## config.mk

```make
export PLATFORM = sky130hd
export DESIGN_NAME = sample_fifo
export DESIGN_NICKNAME = d
export VERILOG_FILES = /design/src/rtl/sample_fifo.sv
export SDC_FILE = /design/constraint.sdc
export NUM_CORES = 1
export LEC_CHECK = 0
export BUFFER_PORTS_ARGS = -buffer_cell sky130_fd_sc_hd__buf_2
export CAP_MARGIN = 25
export CORE_ASPECT_RATIO = 1.25
export CORE_UTILIZATION = 40
export DETAILED_ROUTE_END_ITERATION = 10
export SLEW_MARGIN = 20
export SYNTH_ARGS = -nofsm -noshare
export SYNTH_HDL_FRONTEND = slang
export SYNTH_SLANG_ARGS = --single-unit
```

## constraint.sdc

```tcl
create_clock -name sclk -period 14.7 [get_ports sclk]
set_input_delay 2.205 -clock sclk [delete_from_list [all_inputs] [get_ports sclk]]
set_output_delay 2.205 -clock sclk [all_outputs]
set_load 0.005 [all_outputs]
```

## src/rtl/sample_fifo.sv

```systemverilog
// Synchronous sample FIFO with registered read port, occupancy flags and sticky error flags.
// Optional zero-sample interpolation is enabled by defining SAMPLE_INTERP_EN.
module sample_fifo #(
  parameter int DATA_WIDTH    = 64,
  parameter int ADDR_WIDTH    = 3,
  parameter int AFULL_THRESH  = (2 ** ADDR_WIDTH) - 2,
  parameter int AEMPTY_THRESH = 2
) (
  input  logic                  sclk,
  input  logic                  reset,
  input  logic                  write_en,
  input  logic [DATA_WIDTH-1:0] write_data,
  input  logic                  read_en,
  input  logic                  clear_flags,
  output logic [DATA_WIDTH-1:0] read_data,
  output logic                  read_valid,
  output logic                  full,
  output logic                  empty,
  output logic                  almost_full,
  output logic                  almost_empty,
  output logic [ADDR_WIDTH:0]   count,
  output logic                  overflow,
  output logic                  underflow
);

  localparam int DEPTH = 2 ** ADDR_WIDTH;
  localparam logic [ADDR_WIDTH:0]   CNT_ONE    = {{ADDR_WIDTH{1'b0}}, 1'b1};
  localparam logic [ADDR_WIDTH:0]   CNT_FULL   = {1'b1, {ADDR_WIDTH{1'b0}}};
  localparam logic [ADDR_WIDTH:0]   AFULL_LVL  = AFULL_THRESH[ADDR_WIDTH:0];
  localparam logic [ADDR_WIDTH:0]   AEMPTY_LVL = AEMPTY_THRESH[ADDR_WIDTH:0];
  localparam logic [ADDR_WIDTH-1:0] PTR_ONE    = CNT_ONE[ADDR_WIDTH-1:0];

  logic [DATA_WIDTH-1:0] mem [DEPTH];
  logic [ADDR_WIDTH-1:0] wr_ptr_r;
  logic [ADDR_WIDTH-1:0] rd_ptr_r;
  logic [ADDR_WIDTH:0]   count_r;
  logic [ADDR_WIDTH:0]   count_next_s;
  logic [DATA_WIDTH-1:0] read_data_r;
  logic                  read_valid_r;
  logic                  overflow_r;
  logic                  underflow_r;
  logic                  full_s;
  logic                  empty_s;
  logic                  wr_acc_s;
  logic                  rd_acc_s;
  logic [DATA_WIDTH-1:0] store_data_s;

`ifdef SAMPLE_INTERP_EN
  logic [DATA_WIDTH-1:0] h1_r;
  logic [DATA_WIDTH-1:0] h2_r;
  logic [DATA_WIDTH:0]   interp_sum_s;
`endif

  // Occupancy flags decode straight from the count register.
  always_comb begin
    full_s       = (count_r == CNT_FULL);
    empty_s      = (count_r == {(ADDR_WIDTH+1){1'b0}});
    almost_full  = (count_r >= AFULL_LVL);
    almost_empty = (count_r <= AEMPTY_LVL);
  end

  // Accept decisions, next count and the value that will actually be stored.
  always_comb begin
    wr_acc_s = write_en & ~full_s & ~reset;
    rd_acc_s = read_en & ~empty_s & ~reset;
    case ({wr_acc_s, rd_acc_s})
      2'b10:   count_next_s = count_r + CNT_ONE;
      2'b01:   count_next_s = count_r - CNT_ONE;
      default: count_next_s = count_r;
    endcase
`ifdef SAMPLE_INTERP_EN
    // Sum is one bit wider so two maximal samples average without loss.
    interp_sum_s = {1'b0, h1_r} + {1'b0, h2_r};
    if (write_data == {DATA_WIDTH{1'b0}}) begin
      store_data_s = DATA_WIDTH'(interp_sum_s >> 1);
    end else begin
      store_data_s = write_data;
    end
`else
    store_data_s = write_data;
`endif
  end

  // Storage array; contents are deliberately left uninitialised on reset.
  always_ff @(posedge sclk) begin
    if (wr_acc_s) begin
      mem[wr_ptr_r] <= store_data_s;
    end
  end

  // Pointers, occupancy, read port and sticky error flags.
  always_ff @(posedge sclk or posedge reset) begin
    if (reset) begin
      wr_ptr_r     <= {ADDR_WIDTH{1'b0}};
      rd_ptr_r     <= {ADDR_WIDTH{1'b0}};
      count_r      <= {(ADDR_WIDTH+1){1'b0}};
      read_data_r  <= {DATA_WIDTH{1'b0}};
      read_valid_r <= 1'b0;
      overflow_r   <= 1'b0;
      underflow_r  <= 1'b0;
    end else begin
      count_r      <= count_next_s;
      read_valid_r <= rd_acc_s;
      if (wr_acc_s) begin
        wr_ptr_r <= wr_ptr_r + PTR_ONE;
      end
      if (rd_acc_s) begin
        read_data_r <= mem[rd_ptr_r];
        rd_ptr_r    <= rd_ptr_r + PTR_ONE;
      end
      // A new error in the same cycle as a clear keeps the flag set.
      if (write_en && full_s) begin
        overflow_r <= 1'b1;
      end else if (clear_flags) begin
        overflow_r <= 1'b0;
      end
      if (read_en && empty_s) begin
        underflow_r <= 1'b1;
      end else if (clear_flags) begin
        underflow_r <= 1'b0;
      end
    end
  end

`ifdef SAMPLE_INTERP_EN
  // History of the last two values actually stored.
  always_ff @(posedge sclk or posedge reset) begin
    if (reset) begin
      h1_r <= {DATA_WIDTH{1'b0}};
      h2_r <= {DATA_WIDTH{1'b0}};
    end else if (wr_acc_s) begin
      h1_r <= store_data_s;
      h2_r <= h1_r;
    end
  end
`endif

  assign count      = count_r;
  assign full       = full_s;
  assign empty      = empty_s;
  assign read_data  = read_data_r;
  assign read_valid = read_valid_r;
  assign overflow   = overflow_r;
  assign underflow  = underflow_r;

endmodule

```

==> summary.md <==
| Metric | Value |
|---|---|
| DR iter-0 viols | `692` |
| Syn nets | `roughly 1400` |
| Grt ovf | `0` |
| Worst setup SP type | `input pin` |
| Multi-input logic area | `slightly below 5000 µm²` |
| Worst EP required | `14.89 ns` |
| WHS Endpoint | `read_data[53]` |
| Number of post-CTS setup repair buffers | `0` |
| Initial cell density of the core | `40.6%` |
| Syn Inst Count | `between 1000 and 1500` |
| PnR Total Power | `0.00482 W` |
| Fmax | `230 MHz` |
| Vias/cell | `5.14` |
| #FFs+latches synth | `about 600` |
| Ratio of cells with drive above 1 in the final layout | `18.2%` |
| Horiz. Die Dim | `214 µm` |
| TritonRoute pass-1 iters | `5` |
| Register-to-Register Path Depth | `6` |
| Core area | `55100 µm²` |
| Cell variety after synth | `31` |
| Tmin final | `between 4 and 5 ns` |
| Htree depth | `2` |
| Min-delay src | `read_data[53]` |
| TritonCTS Sinks | `589` |
| CTS tree | `built` |
| Final #Nets | `1522` |
| Worst slew pin tran | `1.05 ns` |
| Status | `complete, no violations` |
| Worst R2R End | `read_data[48]` |
| Vias in the first global route | `11700` |
| Avg Inst Size Synth | `17.2 µm²` |
| Post-route ant nets | `0` |
| Peak VDD IR | `0.119 mV` |
| Final Hold Viols | `0` |
| Setup CP Type | `input pin to flop` |
| Synth area leaders | `edfxtp_1 69%, mux2i_1 11%, dfrtp_1 8.6%, a22oi_1 4.3%, nand2_1 2.3%` |
| P_leak | `9.68 nW` |
| Die Ht | `267 µm` |
| DRC | `0` |
| Clock buffer count from CTS | `54` |
| Initial antenna violation count | `6` |
| Cts repair resizes | `0` |
| Worst-path fanout max | `46` |
| Rel. slew slack | `30.1%` |
| Cell area power density | `186 nW/µm²` |
| Number of port buffers | `143` |
| Commonest non-fill, non-tap cells in the layout | `512 x edfxtp_1, 256 x mux2i_1, 143 x buf_2, 138 x nand2_1, 128 x a22oi_1` |
| Avg WL per Cell | `21.5 µm` |
| Worst Hold Class | `flop to flop` |
| Hold Crit Depth | `2` |
| Clk_lat worst skew | `0.58 ns` |
| Final Cycle Share | `29.6%` |
| Post-synth top area share | `68.7%` |
| GP Congestion | `0.710` |
| Critical R2R Launch | `rd_ptr_r[0]` |
| All-layer global routing usage | `17.2%` |
| Ant diodes | `0` |
| Area Overhead vs Synth | `15.7%` |
| Max Cap Viol | `0` |
| Ports | `144` |
| Fillcell total | `4645` |
| Setup ws final | `10.34 ns` |
| Max-slew violations | `0` |
| Sequential share of the synthesized area | `77.3%` |
| Hold_buf cts | `0` |
| Worst Clk Skew | `0.0175 ns` |
| HPWL Detailed | `25300 µm` |
| First-pass GRT wire length | `72400 µm` |
| CTS Root Cell | `clkbuf_16` |
| # rows | `96` |
| Largest area contributor in the netlist | `edfxtp_1` |
| Routed wire length | `between 40000 and 50000 µm` |
| WP data arrival | `roughly 4.6 ns` |
| FF-to-FF setup slack | `11.25 ns` |
| TNS Setup | `0 ns` |
| # setup viols final | `0` |
| Most common cell after layout, fill and taps aside | `edfxtp_1` |
| Synthesized cell area | `22400 µm²` |
| RSZ-0062 raised after global routing | `false` |
| Largest net degree at the start of global routing | `70` |
| Via Count | `11400` |
| Fin Hold WS | `roughly 0.47 ns` |
| CP Capture Type | `flop` |
| Clock Path Buffers | `3` |
| Pre-CTS WS | `around 9.5 ns` |
| Register area | `17300 µm²` |
| Clk pin slew, worst setup/hold paths | `0.06 ns` |
| Syn. warnings | `0` |
| Total die area | `56900 µm²` |
-- layer usage --
layer | wire length [µm] | share of wire, % | global-route usage [%] | vias up
met3 | 2420 | 5.0 | 3.18 | 73
met1 | 20600 | 43 | 22.3 | 5790
li1 | - | - | - | 5324
met5 | 81 | 0.17 | 0 | -
met2 | 24100 | 50 | 29.5 | 242
met4 | 809 | 1.7 | 4.32 | 12
-- power breakdown --
part           switching (W)  internal (W)  leakage, nW
registers           0.000131       0.00204         5.57
logic               0.000694      0.000473         3.17
clock network       0.000588      0.000898        0.938
-- kinds of logic after synthesis --
group	Yosys count	share of synthesized area, %
XOR/XNOR	9	0.352
flip-flops	589	77.3
multiplexers	258	11.5
AO/OA/AOI/OAI	135	4.46
buffers and inverters	77	1.65
adder cells (fa/ha/maj)	5	0.279
AND/OR/NAND/NOR	226	4.44
-- final cells by class --
type                    count  share of cell area [%]
flip-flops and latches    589                    66.8
multi-input cells         633                    18.5
repair buffers            165                    3.65
clock inverters            33                    1.71
inverters                   5                  0.0869
well taps                 735                    3.55
clock buffers              68                    5.66
-- worst max-delay path by stage --
| stage | from | endpoint | cells after the start |
|---|---|---|---|
| after detailed placement | reset | mem[5][12] | 5 |
| final | reset | mem[2][49] | 5 |
| after global routing | reset | mem[2][49] | 5 |
| after floorplan | reset | mem[0][0] | 3 |
| after global placement | reset | mem[5][12] | 5 |
| after CTS | reset | mem[5][17] | 5 |
-- Yosys cell counts --
library cell    n
xor2_1          4
a21oi_1         2
nand2b_1        5
xnor2_1         5
inv_2           1
nor4b_2         1
nor2_1          8
mux2i_1       256
nor2b_1         2
nor3b_1         1
a22oi_1       128
mux2_2          2
buf_6           1
buf_2          35
a211oi_1        1
dfrtp_1        77
inv_1           4
o21ai_0         3
nor4bb_1        1
o22ai_1         1
edfxtp_1      512
or3b_1          1
nand3_1        64
nand2_1       138
and2_1          1
buf_4           8
ha_1            5
clkbuf_1       28
nor3b_2         1
nor4_2          1
nor3_1          2
-- registers in the layout, indices dropped and copies added (netlist names) --
register,count
rd_ptr_r,3
mem,512
count,4
wr_ptr_r,3
read_valid,1
underflow,1
read_data,64
overflow,1
-- stage by stage --
step | utilization [%] | cell area [µm²] | cells
detailed placement | 43.4 | 23900 | 2125
global placement | 43.4 | 23900 | 2123
CTS | 46.9 | 25900 | 2226
floorplan | - | 22400 | 1299
finish | 47.0 | 25900 | 2228
global route | 47.0 | 25900 | 2228
-- critical path: stages --
cell and delay [ns]:
buf_2 0.13, nor3b_2 0.49, nand2b_1 0.34, nor2_4 0.59, buf_4 0.73
No activity file was read; power rests on OpenSTA's default activity.
